File: config.mk
export PLATFORM = sky130hd
export DESIGN_NAME = relu_pool_stream_flat
export DESIGN_NICKNAME = d
export VERILOG_FILES = /design/src/rtl/relu_pool_stream_pkg.sv /design/src/rtl/relu_pool_stream_if.sv /design/src/rtl/relu_pool_stream_line_buffer.sv /design/src/rtl/relu_pool_stream.sv /design/src/flat_wrapper.sv
export SDC_FILE = /design/constraint.sdc
export NUM_CORES = 2
export LEC_CHECK = 0
export ABC_AREA = 1
export BUFFER_PORTS_ARGS = -buffer_cell sky130_fd_sc_hd__buf_2
export CORE_UTILIZATION = 25
export CTS_CLUSTER_DIAMETER = 80
export DETAILED_ROUTE_END_ITERATION = 6
export HOLD_SLACK_MARGIN = 0.1
export PLACE_DENSITY_LB_ADDON = 0.2
export SETUP_SLACK_MARGIN = 0.3
export SLEW_MARGIN = 20
export SYNTH_ARGS = -nofsm -noshare
export SYNTH_HDL_FRONTEND = slang
export SYNTH_SLANG_ARGS = --single-unit
File: constraint.sdc
create_clock -name clk -period 13.1 [get_ports clk]
set_clock_uncertainty 0.1 [all_clocks]
set_input_delay 1.965 -clock clk [delete_from_list [all_inputs] [get_ports clk]]
set_output_delay 1.965 -clock clk [all_outputs]
set_load 0.01 [all_outputs]
File: src/rtl/relu_pool_stream_pkg.sv
// rtl/relu_pool_stream_pkg.sv - shared pooling constants and signed-max helper
// Purpose : mode encodings and a width-agnostic signed max used by the pooling lanes.
// Ports   : none (package).
package pool_pkg;

  localparam logic POOL_MAX = 1'b0;
  localparam logic POOL_AVG = 1'b1;

  // Wide enough for any DATA_WIDTH+1 operand; callers sign-extend in and truncate out.
  localparam int MAX_CMP_W = 64;

  function automatic logic signed [MAX_CMP_W-1:0] smax(
    input logic signed [MAX_CMP_W-1:0] a,
    input logic signed [MAX_CMP_W-1:0] b
  );
    return (a > b) ? a : b;
  endfunction

endpackage

File: src/rtl/relu_pool_stream_if.sv
// rtl/relu_pool_stream_if.sv - pixel in / pooled sample out stream bundle
// Purpose : groups the input pixel stream and the pooled output stream.
// Ports   : master drives in_valid/in_sof/in_data and observes out_*;
//           slave (the pooling stage) is the mirror image.
interface relu_pool_stream_if #(
  parameter int NUM_CH     = 2,
  parameter int DATA_WIDTH = 26
) ();
  logic                         in_valid;
  logic                         in_sof;
  logic [NUM_CH*DATA_WIDTH-1:0] in_data;
  logic                         out_valid;
  logic [NUM_CH*DATA_WIDTH-1:0] out_data;
  logic                         out_eof;

  modport master (
    output in_valid, in_sof, in_data,
    input  out_valid, out_data, out_eof
  );

  modport slave (
    input  in_valid, in_sof, in_data,
    output out_valid, out_data, out_eof
  );
endinterface

File: src/rtl/relu_pool_stream_line_buffer.sv
// rtl/relu_pool_stream_line_buffer.sv - one-row store of horizontal pair values
// Purpose : holds the even-row pair values until the odd row consumes them.
// Ports   : clk; we/addr/wdata synchronous write; rdata combinational read of addr.
module pool_line_buffer #(
  parameter int DEPTH = 64,
  parameter int WIDTH = 54,
  localparam int AW   = (DEPTH > 1) ? $clog2(DEPTH) : 1
) (
  input  logic             clk,
  input  logic             we,
  input  logic [AW-1:0]    addr,
  input  logic [WIDTH-1:0] wdata,
  output logic [WIDTH-1:0] rdata
);

  logic [WIDTH-1:0] mem [DEPTH];

  // No reset: every entry is rewritten on the even row before the odd row reads it.
  always_ff @(posedge clk) begin
    if (we) mem[addr] <= wdata;
  end

  // Combinational read keeps the pooled result one cycle behind its last pixel.
  assign rdata = mem[addr];

endmodule

File: src/rtl/relu_pool_stream.sv
// rtl/relu_pool_stream.sv - multi-channel ReLU + 2x2/stride-2 max/avg pooling stage
// Purpose : counts pixels, latches per-frame config, applies ReLU, pools 2x2 windows.
// Ports   : clk, rst (sync, active-high); cfg_mode (0 max / 1 avg), cfg_relu sampled at (0,0);
//           bus (slave) carries the pixel stream in and pooled samples out;
//           frame_err pulses one cycle after an in_sof seen mid-frame.
module relu_pool_stream
  import pool_pkg::*;
#(
  parameter int NUM_CH     = 2,
  parameter int DATA_WIDTH = 26,
  parameter int IMG_W      = 128,
  parameter int IMG_H      = 128
) (
  input  logic               clk,
  input  logic               rst,
  input  logic               cfg_mode,
  input  logic               cfg_relu,
  relu_pool_stream_if.slave  bus,
  output logic               frame_err
);

  localparam int CW       = (IMG_W > 1) ? $clog2(IMG_W) : 1;
  localparam int RW       = (IMG_H > 1) ? $clog2(IMG_H) : 1;
  localparam int LB_DEPTH = IMG_W / 2;
  localparam int LB_AW    = (LB_DEPTH > 1) ? $clog2(LB_DEPTH) : 1;
  localparam int VW       = NUM_CH * DATA_WIDTH;
  localparam int PW       = NUM_CH * (DATA_WIDTH + 1);

  logic [CW-1:0] col_q, col_d, eff_col;
  logic [RW-1:0] row_q, row_d, eff_row;
  logic          mode_q, mode_d, relu_q, relu_d, mode_cur, relu_cur;
  logic [VW-1:0] hold_q, hold_d, out_data_q, out_data_d;
  logic          out_valid_q, out_valid_d, out_eof_q, out_eof_d;
  logic          frame_err_q, frame_err_d;
  logic          restart, at_origin, first_pix, fire, lb_we;
  logic [LB_AW-1:0] lb_addr;

  wire [VW-1:0] relu_px;
  wire [VW-1:0] lane_res;
  wire [PW-1:0] lb_wdata;
  wire [PW-1:0] lb_rdata;

  // Position decode: an accepted in_sof forces this pixel to (0,0) regardless of the counters.
  always_comb begin
    at_origin = (row_q == '0) && (col_q == '0);
    restart   = bus.in_valid && bus.in_sof;
    eff_col   = restart ? '0 : col_q;
    eff_row   = restart ? '0 : row_q;
    first_pix = bus.in_valid && (eff_col == '0) && (eff_row == '0);
    // The (0,0) pixel already uses the freshly sampled config.
    mode_cur  = first_pix ? cfg_mode : mode_q;
    relu_cur  = first_pix ? cfg_relu : relu_q;
    fire      = bus.in_valid && eff_col[0] && eff_row[0];
    lb_we     = bus.in_valid && eff_col[0] && !eff_row[0];
    lb_addr   = LB_AW'(eff_col >> 1);
  end

  for (genvar c = 0; c < NUM_CH; c++) begin : g_lane
    logic signed [DATA_WIDTH-1:0] x, px, hold_v;
    logic signed [DATA_WIDTH:0]   pair, lb_val;
    logic signed [DATA_WIDTH+1:0] avg_sum;

    assign x      = bus.in_data[c*DATA_WIDTH +: DATA_WIDTH];
    assign px     = (relu_cur && x[DATA_WIDTH-1]) ? '0 : x;
    assign hold_v = hold_q[c*DATA_WIDTH +: DATA_WIDTH];
    assign lb_val = lb_rdata[c*(DATA_WIDTH+1) +: DATA_WIDTH+1];

    assign pair = (mode_cur == POOL_AVG)
                ? ((DATA_WIDTH+1)'(hold_v) + (DATA_WIDTH+1)'(px))
                : (DATA_WIDTH+1)'(smax(MAX_CMP_W'(hold_v), MAX_CMP_W'(px)));

    assign avg_sum = (DATA_WIDTH+2)'(pair) + (DATA_WIDTH+2)'(lb_val);

    assign relu_px[c*DATA_WIDTH +: DATA_WIDTH]         = px;
    assign lb_wdata[c*(DATA_WIDTH+1) +: DATA_WIDTH+1]  = pair;
    // Arithmetic shift floors the 4-sample mean; the mean of DATA_WIDTH values always fits.
    assign lane_res[c*DATA_WIDTH +: DATA_WIDTH] = (mode_cur == POOL_AVG)
                ? DATA_WIDTH'(avg_sum >>> 2)
                : DATA_WIDTH'(smax(MAX_CMP_W'(pair), MAX_CMP_W'(lb_val)));
  end

  pool_line_buffer #(
    .DEPTH (LB_DEPTH),
    .WIDTH (PW)
  ) u_line_buffer (
    .clk   (clk),
    .we    (lb_we),
    .addr  (lb_addr),
    .wdata (lb_wdata),
    .rdata (lb_rdata)
  );

  always_comb begin
    col_d       = col_q;
    row_d       = row_q;
    mode_d      = mode_q;
    relu_d      = relu_q;
    hold_d      = hold_q;
    if (first_pix) begin
      mode_d = cfg_mode;
      relu_d = cfg_relu;
    end
    if (bus.in_valid) begin
      if (eff_col == CW'(IMG_W - 1)) begin
        col_d = '0;
        row_d = (eff_row == RW'(IMG_H - 1)) ? '0 : eff_row + 1'b1;
      end else begin
        col_d = eff_col + 1'b1;
        row_d = eff_row;
      end
      if (!eff_col[0]) hold_d = relu_px;
    end
    out_valid_d = fire;
    out_eof_d   = fire && (eff_row == RW'(IMG_H - 1)) && (eff_col == CW'(IMG_W - 1));
    frame_err_d = restart && !at_origin;
    out_data_d  = fire ? lane_res : out_data_q;
  end

  always_ff @(posedge clk) begin
    if (rst) begin
      col_q       <= '0;
      row_q       <= '0;
      mode_q      <= POOL_MAX;
      relu_q      <= 1'b0;
      hold_q      <= '0;
      out_valid_q <= 1'b0;
      out_eof_q   <= 1'b0;
      frame_err_q <= 1'b0;
      out_data_q  <= '0;
    end else begin
      col_q       <= col_d;
      row_q       <= row_d;
      mode_q      <= mode_d;
      relu_q      <= relu_d;
      hold_q      <= hold_d;
      out_valid_q <= out_valid_d;
      out_eof_q   <= out_eof_d;
      frame_err_q <= frame_err_d;
      out_data_q  <= out_data_d;
    end
  end

  assign bus.out_valid = out_valid_q;
  assign bus.out_data  = out_data_q;
  assign bus.out_eof   = out_eof_q;
  assign frame_err     = frame_err_q;

endmodule

File: src/flat_wrapper.sv
// flat-port wrapper written by rule: the top's interface ports become plain ports
module relu_pool_stream_flat import pool_pkg::*;
#(
  parameter int NUM_CH     = 2,
  parameter int DATA_WIDTH = 26,
  parameter int IMG_W      = 128,
  parameter int IMG_H      = 128
)
  (clk, rst, cfg_mode, cfg_relu, frame_err, bus_in_valid, bus_in_sof, bus_in_data, bus_out_valid, bus_out_data, bus_out_eof);
  relu_pool_stream_if #(.NUM_CH(NUM_CH), .DATA_WIDTH(DATA_WIDTH)) bus_i ();
  input  logic clk;
  input  logic rst;
  input  logic cfg_mode;
  input  logic cfg_relu;
  output logic frame_err;
  input wire logic [$bits(bus_i.in_valid)-1:0] bus_in_valid;
  input wire logic [$bits(bus_i.in_sof)-1:0] bus_in_sof;
  input wire logic [$bits(bus_i.in_data)-1:0] bus_in_data;
  output wire logic [$bits(bus_i.out_valid)-1:0] bus_out_valid;
  output wire logic [$bits(bus_i.out_data)-1:0] bus_out_data;
  output wire logic [$bits(bus_i.out_eof)-1:0] bus_out_eof;
  assign bus_i.in_valid = bus_in_valid;
  assign bus_i.in_sof = bus_in_sof;
  assign bus_i.in_data = bus_in_data;
  assign bus_out_valid = bus_i.out_valid;
  assign bus_out_data = bus_i.out_data;
  assign bus_out_eof = bus_i.out_eof;
  relu_pool_stream #(.NUM_CH(NUM_CH), .DATA_WIDTH(DATA_WIDTH), .IMG_W(IMG_W), .IMG_H(IMG_H)) u_core (.clk(clk), .rst(rst), .cfg_mode(cfg_mode), .cfg_relu(cfg_relu), .bus(bus_i), .frame_err(frame_err));
endmodule
* Word level (Yosys, flattened, before mapping) *
Memory sizes are Yosys's and may differ from the RTL's.
Cells that the tools add are included.
W data, S select, Z words.

word-level totals
  flip-flop bits (word level) = 123
  memory bits (writable) = 3456
  input port bits = 58
  output and inout port bits = 55
  word-level logic and storage cells = 61
  memories = 1

cells by class
  $add $sub $neg = 6
  order comparisons = 4
  equality and inequality tests = 2
  muxes and demuxes = 19
  bitwise gates (word level) = 1
  reductions and logical operators = 19

memories
  name                      words  width  rd ports  clocked after memory_dff  wr ports  line                                RTL
  u_core.u_line_buffer.mem  64     54     1         0                         1         relu_pool_stream_line_buffer.sv:16  logic [WIDTH-1:0] mem [DEPTH];

operators by type and width
  kind                   count
  $mux W26               6
  $mux W27               4
  $add A27 B27 Y28       2
  $add A26 B26 Y27       2
  $gt A27 B27 Y1         2
  $gt A26 B26 Y1         2
  $mux W7                5
  $logic_not A7 Y1       4
  $add A7 B1 Y7 const B  2
  $eq A7 B7 Y1 const B   2
  $logic_and A1 B1 Y1    12
  $mux W1                4
  $logic_not A1 Y1       2
  $reduce_and A2 Y1      1
  $not A1 Y1             1

* Depth between registers and ports, before layout *
  depth after elaboration = 14
  depth in mapped cells = 48

* Cells and area by module *
From an unflattened synthesis, not the netlist that was laid out.

unflattened totals
  cells, all modules = 16972
  area total of the unflattened synthesis = 161438.6 µm²

modules (own cells, without submodules)
  module            times used  cells each  area an instance (µm²)  sequential area each (µm²)
  pool_line_buffer  1           14135       144843.9                103779.5
  relu_pool_stream  1           2837        16594.7                 2462.4

* Least setup slack after synthesis *
Ideal clock, no wire load.

  path type = input -> register
  start point = input bus_in_sof
  end point = register u_core.out_data_q[30], in the netlist u_core.bus.out_data[30]
  setup time = 0.119 ns
  arrival = 9.935 ns
  data required time = 12.881 ns
  slack = 2.945 ns
  stages = 40
  buffers on the path = 7
  cells stage by stage = nand2_4 -> nand2_2 -> buf_4 -> buf_2 -> buf_4 -> buf_2 -> ha_1 -> nand4_1 -> inv_1 -> nand3_1 -> nand2_1 -> nand3_2 -> buf_2 -> nand2_1 -> ha_1 -> inv_1 -> a21oi_1 -> o21ai_0 -> [4 not listed] -> nand2_1 -> a21oi_1 -> o21ai_0 -> ha_1 -> clkbuf_1 -> nor2_1 -> nand2_1 -> nor3_1 -> nand2_1 -> nor2_1 -> nand2_1 -> nand3_1 -> nand3_2 -> inv_2 -> clkbuf_1 -> nand3_1 -> nand3_1 -> a21oi_1

on the way
  cells in the longest elaborated chain, start to end = 14
  elaborated cells on any way between the ends = 22

ends and longest elaborated chain
  what                           line                        RTL
  from (decl)                    flat_wrapper.sv:17          input wire logic [$bits(bus_i.in_sof)-1:0] bus_in_sof;
  $logic_and A1 B1 Y1 (*)        relu_pool_stream.sv:46      restart = bus.in_valid && bus.in_sof;
  $mux W7                        relu_pool_stream.sv:47      eff_col = restart ? '0 : col_q;
  $logic_not A7 Y1               relu_pool_stream.sv:49      first_pix = bus.in_valid && (eff_col == '0) && (eff_row == '0);
  $logic_and A1 B1 Y1            relu_pool_stream.sv:49
  $logic_and A1 B1 Y1 (*)        relu_pool_stream.sv:49
  $mux W1                        relu_pool_stream.sv:52      relu_cur = first_pix ? cfg_relu : relu_q;
  $logic_and A1 B1 Y1            relu_pool_stream.sv:64      assign px = (relu_cur && x[DATA_WIDTH-1]) ? '0 : x;
  $mux W26                       relu_pool_stream.sv:64
  $gt A26 B26 Y1                 relu_pool_stream_pkg.sv:16  return (a > b) ? a : b;
  $mux W27                       relu_pool_stream_pkg.sv:16
  $mux W27 (*)                   relu_pool_stream.sv:69      ? ((DATA_WIDTH+1)'(hold_v) + (DATA_WIDTH+1)'(px))
  via u_core.g_lane[1].pair[26]  relu_pool_stream.sv:60      logic signed [DATA_WIDTH:0] pair, lb_val;
  $gt A27 B27 Y1 (*)             relu_pool_stream_pkg.sv:16
  $mux W26 (*)                   relu_pool_stream_pkg.sv:16
  $mux W26 (*)                   relu_pool_stream.sv:78      ? DATA_WIDTH'(avg_sum >>> 2)
  to (signal assigned)           relu_pool_stream.sv:139     out_data_q <= out_data_d;
  to (decl)                      relu_pool_stream.sv:32      logic [VW-1:0] hold_q, hold_d, out_data_q, out_data_d;

Mark *: on every way through the listed nets, which the timed path passes. The rest lies on a longest branch.
A chain may end at the register's enable or synchronous reset.

* Worst setup path after layout *
  start point = input bus_in_valid
  end point = register u_core.out_data_q[49], in the netlist u_core.bus.out_data[49]

on the way
  cells in the longest elaborated chain, start to end = 14
  elaborated cells on any way between the ends = 22

ends and longest elaborated chain
  what                           line                        RTL
  from (decl)                    flat_wrapper.sv:16          input wire logic [$bits(bus_i.in_valid)-1:0] bus_in_valid;
  $logic_and A1 B1 Y1            relu_pool_stream.sv:46
  $mux W7                        relu_pool_stream.sv:47
  $logic_not A7 Y1               relu_pool_stream.sv:49
  $logic_and A1 B1 Y1            relu_pool_stream.sv:49
  $logic_and A1 B1 Y1 (*)        relu_pool_stream.sv:49
  $mux W1                        relu_pool_stream.sv:52
  $logic_and A1 B1 Y1            relu_pool_stream.sv:64
  $mux W26                       relu_pool_stream.sv:64
  $gt A26 B26 Y1                 relu_pool_stream_pkg.sv:16
  $mux W27                       relu_pool_stream_pkg.sv:16
  $mux W27 (*)                   relu_pool_stream.sv:69
  via u_core.g_lane[1].pair[26]  relu_pool_stream.sv:60
  $gt A27 B27 Y1 (*)             relu_pool_stream_pkg.sv:16
  $mux W26 (*)                   relu_pool_stream_pkg.sv:16
  $mux W26 (*)                   relu_pool_stream.sv:78

Marked as above.

==> results.ini <==
[power]
powerDensity_nw_per_um2 = 160.6
p_total_mw = 28.49
vdd_ir_drop_max_mv = 0.1045
p_leak_nw = 65.60

[clocking]
post_cts_buffers = 0
htreeDepth = 5
root_buffer = clkbuf_16
ctsResizeCount = 0
insertion_delay_ps = 1050
cts_max_path_buffers = 4
cts_made_buffers = 392
clk_pin_slew_ps = 60
holdBufCountCts = 0
clock_sinks = 3579
cts_tree = built

[cells_and_area]
nFillCells = 63200
multi_input_area_um2 = 42910
drive_gt1_share_pct = 7.930
fin_util_pct = 29.00
postLayoutCellArea_um2 = 177400
syn2layout_area_growth_pct = 15.46
layout.nets = 14780
seq_area_um2 = 106200
final_cell_count_no_fill = 22930

[job]
maxCapViolations = 0

[place]
portBuffers = 112
dp.cells = 22200
gp_congestion = 0.8957
post-place-ws_ps = 1855
dpl_cell_area_um2 = 165100
hpwl_um = 347100

[global_route]
grt_overflow_total = 0
grt_antenna_before_repair = 38
grt_max_degree = 170
grt_pass1_vias = 103100
grt_use_total_pct = 19.46
grt_first_pass_wirelength_um = 852100

[synthesis]
syn-cell-area_um2 = 153600
syn_area_per_cell_um2 = 10.69
ys_seq_area_share_pct = 69.16
synth_seq_cells = 3579
synth_fp_nets = 14650
synth_cell_types = 51
yosys_warnings = 0
syn-instance-count = 14380

[setup_path]
cp_slowest_cell = inv_2
critPathMaxFanout = 66
r2r_slack_ps = 3970
endpoint_kind = register
reg2reg_to = u_core.bus.out_data[49]
ff2ff_path_depth = 36
r2r-start = u_core.col_q[4]
critPathKind = primary input to register
cpPeakStageDelay_ps = 660
start_kind = primary input
path_common_cell = nand2_1
crit_arrival_ps = 11100
required_ps = 13920

[worst_hold_path]
min_from = u_core.row_q[5]
min_path_type = register to register
hold_path_depth = 2
worstHoldEndpoint = u_core.row_q[5]

[sta]
setup_violations = 0
rsz0062_at_grt = no
slew_headroom_pct = 19.50
clock.fmax_ghz = 0.09731
final-max-slew-violation-count = 0
finalHoldViolations = 0
fin_crit_sh_pct = 78.45
fin_tns_setup_ps = 0
tightest_slew_ps = 1203
worst_slack_ps = 2823
min_period_ps = 10280
whs_ps = 365.2

[routing]
dr.pass1.iters = 6
drt_wl_total_um = 623500
wl_per_cell_um = 27.20
ant_nets = 0
vias_per_cell = 4.785
drt-initial-drc-count = 12010
vias = 109700
drc = 0

[floorplanning]
ios = 113
dieArea_um2 = 617700
rows = 287
initial_core_util_pct = 25.12
die_x_um = 785.9
die_y_um = 785.9
core_um2 = 611500

[status]
outcome = finished, final reports clean

==> kinds of logic after synthesis <==
kind of cell	share of synthesized area, %
AND/OR/NAND/NOR	17.74
flip-flops	69.16
AO/OA/AOI/OAI	7.708
buffers and inverters	3.413
adder cells (fa/ha/maj)	1.785
XOR/XNOR	0.1938
==> worst max path at each step <==
stage                             from                       to  cells past startpoint
final                     bus_in_valid  u_core.bus.out_data[49]                     38
after global routing      bus_in_valid  u_core.bus.out_data[44]                     37
after CTS                 bus_in_valid  u_core.bus.out_data[44]                     38
after detailed placement  bus_in_valid  u_core.bus.out_data[44]                     38
after global placement    bus_in_valid  u_core.bus.out_data[49]                     38
after floorplan             bus_in_sof  u_core.bus.out_data[30]                     40
==> metal layers <==
layer	global-route usage, %	up-vias	share of wire [%]
met5	0	-	0
met4	5.897	0	3.4
met3	2.109	818	5.8
met2	32.11	3715	47
met1	26.94	55800	44
li1	-	49380	-
==> registers in the layout (all words and copies together), names as in the netlist <==
| register | cells |
|---|---|
| u_core.u_line_buffer.mem | 3456 |
| u_core.bus.out_data | 52 |
| u_core.hold_q | 52 |
| u_core.col_q | 7 |
| u_core.row_q | 7 |
| u_core.bus.out_eof | 1 |
| u_core.bus.out_valid | 1 |
| u_core.frame_err | 1 |
| u_core.mode_q | 1 |
| u_core.relu_q | 1 |
==> cells in the mapped netlist, drive strengths merged <==
| master | instances | area, um^2 |
|---|---|---|
| nor2 | 566 | 2155 |
| o221ai | 9 | 78.83 |
| xor2 | 31 | 271.5 |
| ha | 216 | 2703 |
| clkbuf | 310 | 1164 |
| a22oi | 54 | 405.4 |
| nor3 | 42 | 210.2 |
| o41ai | 4 | 35.03 |
| and2 | 1 | 6.260 |
| xnor2 | 3 | 26.28 |
| o22ai | 31 | 193.9 |
| o311ai | 1 | 8.760 |
| o211ai | 10 | 75.07 |
| a21o | 9 | 67.56 |
| nand4 | 58 | 362.9 |
| a31oi | 8 | 50.05 |
| o21ai | 723 | 3622 |
| o22a | 2 | 17.52 |
| nand2 | 5877 | 22090 |
| nand3b | 14 | 105.1 |
| inv | 554 | 2079 |
| o21bai | 24 | 180.2 |
| or2 | 20 | 125.1 |
| nand3 | 405 | 2059 |
| and3 | 10 | 62.56 |
| o2111ai | 2 | 17.52 |
| dfxtp | 123 | 2462 |
| nor4 | 14 | 87.58 |
| buf | 398 | 1984 |
| o21a | 29 | 217.7 |
| a21boi | 4 | 30.03 |
| a211oi | 1 | 7.510 |
| o31ai | 6 | 45.04 |
| a21oi | 1353 | 6771 |
| a221oi | 2 | 17.52 |
| edfxtp | 3456 | 103800 |
| clkinv | 4 | 16.26 |
| fa | 2 | 40.04 |
==> cells in the final DEF, fill, tap and decap left out, drive strengths merged, types with 7 or more instances in the layout <==
master,netlist,final
nand4,58,58
nand3,405,405
o221ai,9,9
dfxtp,123,123
o21bai,24,24
nor4,14,14
edfxtp,3456,3456
o21ai,723,723
a22oi,54,54
and3,10,10
a31oi,8,8
or2,20,20
buf,398,443
nand3b,14,14
nor3,42,42
o22ai,31,31
a21o,9,9
bufinv,0,19
inv,554,563
nor2,566,566
clkbuf,310,495
ha,216,216
xor2,31,31
o211ai,10,10
a21oi,1353,1353
nand2,5877,5877
diode,0,7
o21a,29,29
clkinv,4,186
clkinvlp,0,13
==> cell type report <==
| class | count | share of cell area [%] |
|---|---|---|
| multi-input combinational | 9531 | 24.19 |
| sequential | 3579 | 59.90 |
| antenna | 7 | 0.009876 |
| clock buffer | 495 | 5.808 |
| tap | 8092 | 5.708 |
| clock inverter | 223 | 1.094 |
| timing repair buffer | 443 | 2.077 |
| inverter | 558 | 1.213 |
==> worst max-delay path, delay by kind of cell <==
kind	cells	cell delay, ps
AOI/OAI and AO/OA	2	260
adders and majority gates	2	790
buffers and inverters	7	2310
and+or+nand+nor	27	5650
==> power breakdown <==
| part | internal, mW | switching (mW) | total, mW |
|---|---|---|---|
| registers | 13.7 | 0.0223 | 13.7 |
| clock network | 5.97 | 4.89 | 10.9 |
| logic | 0.799 | 3.10 | 3.89 |
| total | 20.5 | 8.01 | 28.5 |
No activity file was read; power rests on OpenSTA's default activity.
